### config.mk
export PLATFORM = sky130hd
export DESIGN_NAME = bcd_seq_nxdisplay
export DESIGN_NICKNAME = d
export VERILOG_FILES = /design/src/rtl/bcd_seq_nxdisplay.sv
export SDC_FILE = /design/constraint.sdc
export NUM_CORES = 1
export LEC_CHECK = 0
export BUFFER_PORTS_ARGS = -buffer_cell sky130_fd_sc_hd__buf_2
export CORE_ASPECT_RATIO = 1.25
export CORE_MARGIN = 4
export CORE_UTILIZATION = 50
export DETAILED_ROUTE_END_ITERATION = 16
export PLACE_DENSITY = 0.72
export SYNTH_ARGS = -nofsm -noshare
export SYNTH_HDL_FRONTEND = slang
export SYNTH_SLANG_ARGS = --single-unit
export TNS_END_PERCENT = 50
### constraint.sdc
create_clock -name clk -period 2 [get_ports clk]
set_input_delay 0.5 -clock clk [delete_from_list [all_inputs] [get_ports clk]]
set_output_delay 0.5 -clock clk [all_outputs]
set_load 0.01 [all_outputs]
### src/rtl/bcd_seq_nxdisplay.sv
// bcd_seq_nxdisplay: sequential shift-and-add-3 binary-to-BCD converter
// driving DIGITS active-low seven-segment displays. A start/busy/done
// handshake is provided; the result registers hold between conversions.
// Optional feature macro: LEADING_ZERO_BLANK_EN (blank leading zero digits).
//
// state   | meaning
// S_IDLE  | waiting for start; outputs hold the last result
// S_SHIFT | one add-3 / shift step per cycle, WIDTH steps
// S_DONE  | result registers load at the end of this cycle
module bcd_seq_nxdisplay #(
   parameter int WIDTH  = 10,
   parameter int DIGITS = 4
) (
   input  logic                  clk,
   input  logic                  rst,
   input  logic                  start,
   input  logic [WIDTH-1:0]      bin_in,
   output logic                  busy,
   output logic                  done,
   output logic                  overflow,
   output logic [4*DIGITS-1:0]   bcd_out,
   output logic [7*DIGITS-1:0]   seg_out
);

   localparam int BW   = 4 * DIGITS;
   localparam int SW   = 7 * DIGITS;
   localparam int CW   = (WIDTH > 32) ? WIDTH : 32;
   localparam int CNTW = $clog2(WIDTH + 1);

   localparam logic [1:0] S_IDLE  = 2'd0;
   localparam logic [1:0] S_SHIFT = 2'd1;
   localparam logic [1:0] S_DONE  = 2'd2;

   localparam logic [6:0] SEG_DASH  = 7'b0111111;
   localparam logic [6:0] SEG_BLANK = 7'b1111111;

   function automatic logic [CW-1:0] max_value(input int n);
      longint r;
      r = 1;
      for (int i = 0; i < n; i++) r = r * 10;
      return CW'(r - 1);
   endfunction

   localparam logic [CW-1:0] MAX_VAL = max_value(DIGITS);

   function automatic logic [6:0] seg7(input logic [3:0] d);
      case (d)
         4'd0:    seg7 = 7'b1000000;
         4'd1:    seg7 = 7'b1111001;
         4'd2:    seg7 = 7'b0100100;
         4'd3:    seg7 = 7'b0110000;
         4'd4:    seg7 = 7'b0011001;
         4'd5:    seg7 = 7'b0010010;
         4'd6:    seg7 = 7'b0000010;
         4'd7:    seg7 = 7'b1111000;
         4'd8:    seg7 = 7'b0000000;
         4'd9:    seg7 = 7'b0010000;
         default: seg7 = SEG_BLANK;
      endcase
   endfunction

   logic [1:0]       state_q, state_d;
   logic [CNTW-1:0]  cnt_q, cnt_d;
   logic [WIDTH-1:0] bin_q, bin_d;
   logic [BW-1:0]    scr_q, scr_d;
   logic             ovf_pend_q, ovf_pend_d;
   logic             done_q, done_d;
   logic             ovf_q, ovf_d;
   logic [BW-1:0]    bcd_q, bcd_d;
   logic [SW-1:0]    seg_q, seg_d;
   logic [BW-1:0]    adj;

   // Next-state, datapath step and result formatting
   always_comb begin
`ifdef LEADING_ZERO_BLANK_EN
      logic lead;
      lead       = 1'b1;
`endif
      state_d    = state_q;
      cnt_d      = cnt_q;
      bin_d      = bin_q;
      scr_d      = scr_q;
      ovf_pend_d = ovf_pend_q;
      done_d     = 1'b0;
      ovf_d      = ovf_q;
      bcd_d      = bcd_q;
      seg_d      = seg_q;
      adj        = scr_q;
      for (int i = 0; i < DIGITS; i++) begin
         if (scr_q[4*i +: 4] >= 4'd5) adj[4*i +: 4] = scr_q[4*i +: 4] + 4'd3;
      end
      case (state_q)
         S_IDLE: begin
            if (start) begin
               bin_d      = bin_in;
               scr_d      = '0;
               cnt_d      = CNTW'(WIDTH);
               ovf_pend_d = (CW'(bin_in) > MAX_VAL);
               state_d    = S_SHIFT;
            end
         end
         S_SHIFT: begin
            // top-digit carry bits fall off the end of scratch
            scr_d = {adj[BW-2:0], bin_q[WIDTH-1]};
            bin_d = bin_q << 1;
            cnt_d = cnt_q - 1'b1;
            if (cnt_q == CNTW'(1)) state_d = S_DONE;
         end
         S_DONE: begin
            done_d  = 1'b1;
            ovf_d   = ovf_pend_q;
            state_d = S_IDLE;
            if (ovf_pend_q) begin
               bcd_d = '1;
               for (int i = 0; i < DIGITS; i++) seg_d[7*i +: 7] = SEG_DASH;
            end else begin
               bcd_d = scr_q;
               for (int i = 0; i < DIGITS; i++) seg_d[7*i +: 7] = seg7(scr_q[4*i +: 4]);
`ifdef LEADING_ZERO_BLANK_EN
               // walk down from the top; digit 0 always shows
               for (int i = DIGITS - 1; i >= 1; i--) begin
                  if (scr_q[4*i +: 4] != 4'd0) lead = 1'b0;
                  if (lead) seg_d[7*i +: 7] = SEG_BLANK;
               end
`endif
            end
         end
         default: state_d = S_IDLE;
      endcase
   end

   // State and result registers with synchronous reset
   always_ff @(posedge clk) begin
      if (rst) begin
         state_q    <= S_IDLE;
         cnt_q      <= '0;
         bin_q      <= '0;
         scr_q      <= '0;
         ovf_pend_q <= 1'b0;
         done_q     <= 1'b0;
         ovf_q      <= 1'b0;
         bcd_q      <= '0;
         seg_q      <= '1;
      end else begin
         state_q    <= state_d;
         cnt_q      <= cnt_d;
         bin_q      <= bin_d;
         scr_q      <= scr_d;
         ovf_pend_q <= ovf_pend_d;
         done_q     <= done_d;
         ovf_q      <= ovf_d;
         bcd_q      <= bcd_d;
         seg_q      <= seg_d;
      end
   end

   assign busy     = (state_q != S_IDLE);
   assign done     = done_q;
   assign overflow = ovf_q;
   assign bcd_out  = bcd_q;
   assign seg_out  = seg_q;

endmodule

Yosys cells after proc, flatten, opt, wreduce, memory -nomap -nowiden
Memories as Yosys holds them, arrays and structs flattened. A register that Yosys moved wholly into a read port is not among the register bits.
Cells that the tools add are included.
Widths: inputs -> output; s select.
{"block": "classes", "order_cmp": 4, "add_sub_neg": 5, "shifts": 0, "n_reduce_logical": 5, "n_div": 0, "mux": 14, "mul": 0, "n_bitwise": 0, "eq_ne": 5}
{"operator": "$pmux 16 s2", "n": 1}
{"operator": "$pmux 10 s2", "n": 1}
{"operator": "$ge 4x3->1 const B", "n": 4}
{"operator": "$mux 16", "n": 1}
{"operator": "$mux 4", "n": 4}
{"operator": "$add 4x2->4 const B", "n": 3}
{"operator": "$mux 10", "n": 1}
{"operator": "$pmux 4 s2", "n": 1}
{"operator": "$eq 4x1->1 const B", "n": 1}
{"operator": "$mux 2", "n": 2}
{"operator": "$ne 2x2->1 const B", "n": 2}
{"operator": "$pmux 2 s2", "n": 1}
{"operator": "$reduce_and 2->1", "n": 2}
{"operator": "$reduce_bool 2->1", "n": 2}
{"operator": "$sub 4x1->4 const B", "n": 1}
{"operator": "$add 3x2->3 const B", "n": 1}
{"operator": "$mux 3", "n": 1}
{"operator": "$eq 2x1->1 const B", "n": 1}
{"operator": "$eq 2x2->1 const B", "n": 1}
{"operator": "$logic_not 2->1", "n": 1}
{"operator": "$mux 1", "n": 1}
{"block": "totals", "output_inout_bits": 47, "inputBits": 13, "romBits": 448, "ramBits": 0, "latch_bits": 0, "wordCells": 43, "memories": 4, "reg_bits": 49}
{"name": "(name not given)", "depth": 16, "width": 7, "rd": 1, "rd_clocked_by_memory_dff": 1, "write_ports": 0, "line": "47", "source": "case (d)"}
{"name": "(name not given)", "depth": 16, "width": 7, "rd": 1, "rd_clocked_by_memory_dff": 1, "write_ports": 0, "line": "47"}
{"name": "(name not given)", "depth": 16, "width": 7, "rd": 1, "rd_clocked_by_memory_dff": 1, "write_ports": 0, "line": "47"}
{"name": "(name not given)", "depth": 16, "width": 7, "rd": 1, "rd_clocked_by_memory_dff": 1, "write_ports": 0, "line": "47"}

Logic depth before layout (Yosys ltp)
{"block": "logic_depth", "ltp_word": 3, "ltp_mapped": 7, "ltp_nobuf": 7}

Worst setup path before layout
Ideal clock, no wire load.
{"block": "synth_timing", "kind": "reg-to-reg", "from": "register scr_q[5]", "to": "register scr_q[6]", "arrival_time_ps": 1421, "slack_ps": 462, "period_less_slack_ps": 1538, "n_path_buf": 0, "path_stages_with_launch": 7, "cell_sequence": "dfxtp_1 inv_1 ha_1 nand2b_1 a21oi_1 mux2i_1 a22o_1"}
{"block": "synth_via", "elab_chain_cells": 3, "elab_cells_between_ends": 4, "classes_between": "1 x add/sub; 1 x order compare; 2 x mux"}
{"element": "start, declared", "line": "65", "source": "logic [BW-1:0] scr_q, scr_d;"}
{"element": "start signal, assigned", "line": "148", "source": "scr_q <= scr_d;"}
{"element": "$add 4x2->4 / $ge 4x3->1 (equally long branches)", "line": "90", "source": "if (scr_q[4*i +: 4] >= 4'd5) adj[4*i +: 4] = scr_q[4*i +: 4] + 4'd3;"}
{"element": "$mux 4 *", "line": "90"}
{"element": "$pmux 16 s2 *", "line": "92", "source": "case (state_q)"}
Every way passes the cells marked *; elsewhere a longest branch is shown, timed or not.
A chain may end at the register's enable or synchronous reset.

Worst setup path in the final report
{"block": "layout_timing", "from": "register state_q[0]", "to": "output port busy"}
{"block": "layout_via", "elab_chain_cells": 1}
{"element": "start, declared", "line": "62", "source": "logic [1:0] state_q, state_d;"}
{"element": "start signal, assigned", "line": "145", "source": "state_q <= state_d;"}
{"element": "$reduce_bool 2->1", "line": "157", "source": "assign busy = (state_q != S_IDLE);"}
{"element": "end, declared", "line": "18", "source": "output logic busy,"}
Every way passes these cells.

==> qor.csv <==
stage,metric,value,unit
run_status,status,"complete, no violations",
worst_setup_path,CP Capture Type,output port,
routing,final wirelength,7990,um
timing,setup TNS,0,ps
job,maxcap violations,0,
power_and_ir_drop,Tot Pwr,3.09,mW
cells_and_area,NumNets Final,539,
timing,skew final,13.0,ps
routing,First DRT Iteration DRCs,130,
timing,Final setup violation count,0,
logic_synthesis,XOR/XNOR Fraction of Synth Area,0.0116,
logic_synthesis,synthesized netlist cell count,452,
power_and_ir_drop,Power Density,712,nW/um^2
clock_tree,post-CTS setup buffer count,0,
logic_synthesis,Yosys warnings,0,
global_route,vias in the first global route,3065,
logic_synthesis,Synth Area in Simple Gates,0.177,
floorplanning,# IOs,60,
logic_synthesis,Mapped Area,3760,um^2
clock_tree,worst skew pair latency,340,ps
cells_and_area,Reg area,1540,um^2
global_route,pin count of the biggest net entering global routing,39,
worst_setup_path,Reg2Reg Setup Slack,240,ps
clock_tree,CTS Buffer Depth,2,
cells_and_area,fill count,671,
power_and_ir_drop,Power Internal,2.36,mW
logic_synthesis,"EDFF count, synth",0,
logic_synthesis,"area leader, netlist",dfxtp_1,
timing,"Hold Vio Cnt, Final",0,
power_and_ir_drop,Clock Power Share,0.416,
power_and_ir_drop,Sw Share,0.236,
clock_tree,CTS Hold Buffers Added,0,
logic_synthesis,Compound-Gate Fraction of Synth Area,0.228,
clock_tree,htree depth,3,
routing,via/cell ratio,5.43,
cells_and_area,multi-input logic area,1950,um^2
cells_and_area,final std cells w/o fill,600,
floorplanning,Die Y,105,um
timing,Rel. slew slack,0.518,
floorplanning,Starting Density,0.511,
worst_hold_path,Min-Delay Path Class,in -> reg,
clock_tree,clock slew at the register clock pins of the worst setup and hold paths,80,ps
logic_synthesis,Most used DFF post-synth,dfxtp_1,
floorplanning,DIE AREA,8980,um^2
logic_synthesis,Mapped Nets,488,
worst_setup_path,worst-path fanout max,13,
worst_setup_path,CP Launch Type,flip-flop,
logic_synthesis,top cell type's share of synthesized area,0.410,
timing,RSZ-0062 raised after global routing,false,
power_and_ir_drop,Leak,1.78,nW
clock_tree,CTS tree,done,
timing,period utilisation layout,0.900,
global_route,grt ovf,0,
logic_synthesis,Async SR Flop Fraction,0,
placed_design,Port-buffer cells,58,
logic_synthesis,number of synthesized register bits,77,
timing,actual slew at the worst max-slew pin,720,ps
worst_setup_path,Critical Path AT,1300,ps
clock_tree,CTS root buffer,clkbuf_8,
power_and_ir_drop,sequential power share,0.515,
timing,highest clock rate,0.555,GHz
power_and_ir_drop,Max VDD drop,0.435,mV
worst_setup_path,Setup Crit Path Kind,reg -> out,
global_route,Tot GR Track Use,0.181,
cells_and_area,post-layout util,0.590,
routing,TritonRoute pass-1 iters,4,
cells_and_area,layout cell share with drive strength beyond 1,0.197,
logic_synthesis,post-synthesis sequential area ratio,0.410,
worst_setup_path,Critical Path RT,1500,ps
global_route,first-pass GRT wire length,13600,um
routing,Final ANT Viol Nets,0,
floorplanning,Placement Rows,35,
cells_and_area,layout overhead on the synthesized area,15.4,%
timing,fin worst setup slack,199,ps
placed_design,routability congestion estimate from global placement,0.857,
placed_design,pre-CTS WS,197,ps
power_and_ir_drop,Sw Pwr,0.731,mW
timing,Tmin final,1800,ps
logic_synthesis,largest family of logic cells by synthesized area,compound AO/OA/AOI/OAI gates,
logic_synthesis,post-synthesis adder-cell area fraction,0.0765,
timing,Final Max Tran Viols,0,
global_route,initial antenna violation count,0,
power_and_ir_drop,combinational power share,0.069,
routing,wire length per cell,13.3,um
floorplanning,Die X,85.6,um
floorplanning,core box area,7360,um^2
logic_synthesis,mux cell area share after synthesis,0.0243,
cells_and_area,ANT cells,0,
logic_synthesis,largest cells by area after synthesis,"dfxtp_1 41%, nand2_1 7.7%, ha_1 7.7%",
placed_design,post-DP HPWL,5690,um
clock_tree,CTS Sinks,77,
routing,# DRC,0,
logic_synthesis,Synth cell types,51,
placed_design,placed insts,584,
routing,vias after detailed routing,3260,
logic_synthesis,"Avg Cell Area, Syn",8.32,um^2
clock_tree,Inserted Clock Buffers,9,
sequential cells by signal, indices dropped and copies added (netlist names):
signal	flops
cnt_q	4
scr_q	16
state_q	2
done	1
bin_q	10
bcd_out	16
seg_out	28
cell usage after synthesis, types with 2 or more instances:
cell type	count
xnor2_1	5
nand3_1	6
o21ai_0	13
a22o_1	10
dfxtp_1	77
o311ai_1	5
o22ai_1	7
o211ai_1	8
and2b_1	2
nand2b_1	14
a211oi_1	7
nor3_1	2
o21bai_1	2
ha_1	23
nor2b_1	2
buf_4	7
a22oi_1	3
or2_1	3
a311oi_1	9
mux2i_1	8
buf_1	3
nand2_1	77
a31oi_1	2
buf_2	12
buf_6	2
a21oi_1	42
clkbuf_1	10
inv_1	22
nor2_1	37
o21ai_1	11
final cells by class:
cell class,count,share of cell area
clock buffers,9,0.0285
clock inverters,7,0.0225
inverters,23,0.0199
multi-input cells,318,0.450
flip-flops and latches,77,0.355
well taps,92,0.0265
repair buffers,74,0.0974
worst paths after layout:
kind	start	to	cells past startpoint
worst max register to register	scr_q[13]$_SDFFE_PP0P_	scr_q[14]$_SDFFE_PP0P_	6
worst min register to register	bcd_out[13]$_SDFFE_PP0P_	bcd_out[13]$_SDFFE_PP0P_	2
worst min-delay path	bin_in[5]	bin_q[5]$_SDFFE_PP0P_	3
worst max-delay path	state_q[0]$_SDFFE_PP0P_	busy	2
worst max-delay path: stages, from the launching register on:
cell and delay [ps]:
dfxtp_1 460, or2_2 360, buf_2 150
power by group through the flow:
stage                     clock network [mW]  logic, mW  registers [mW]
after floorplan                            0      0.168            1.62
after detailed placement                   0      0.213            1.63
after CTS                               1.32      0.214            1.59
after global placement                     0      0.210            1.63
after global routing                    1.37      0.239            1.60
final                                   1.29      0.212            1.59
stage by stage:
| step | hold slack, ps | area (um^2) |
|---|---|---|
| floorplan | 455 | 3760 |
| global placement | 442 | 4120 |
| detailed placement | 446 | 4120 |
| CTS | 407 | 4340 |
| global route | 417 | 4340 |
| finish | 420 | 4340 |
kinds of logic after synthesis:
family,count (synthesis)
AO/OA/AOI/OAI,129
XOR/XNOR,5
adder cells (fa/ha/maj),23
buffers and inverters,57
flip-flops,77
multiplexers,9
other,1
AND/OR/NAND/NOR,151
timing repair:
item	in CTS	in global routing
endpoints found under the setup margin	0	1
gates resized for setup	0	1
hold endpoints to repair	0	0
routing by layer:
| layer | track usage | up-vias | routed length (um) |
|---|---|---|---|
| met2 | 0.303 | 71 | 3760 |
| met3 | 0.0315 | 16 | 398 |
| li1 | - | 1664 | - |
| met5 | 0 | - | 0 |
| met1 | 0.225 | 1509 | 3660 |
| met4 | 0.0792 | 0 | 172 |
cells in the final DEF (no fill, tap or decap), types with 2 or more instances in the layout:
cell,synthesis,final
or2_1,3,3
a22o_1,10,10
o22ai_1,7,7
o311ai_1,5,5
o211ai_1,8,8
clkbuf_8,0,9
bufinv_16,0,2
a31oi_1,2,2
buf_2,12,58
nor2b_1,2,2
ha_1,23,23
and2b_1,2,2
nand2_1,77,77
o21ai_0,13,13
clkinvlp_4,0,2
o21ai_1,11,11
a22oi_1,3,3
nor3_1,2,2
dfxtp_1,77,76
inv_1,22,22
a21oi_1,42,42
o21bai_1,2,2
nor2_1,37,37
nand3_1,6,6
a211oi_1,7,7
nand2b_1,14,13
buf_4,7,15
a311oi_1,9,9
xnor2_1,5,5
mux2i_1,8,8
Power figures use the tool's default switching activity.
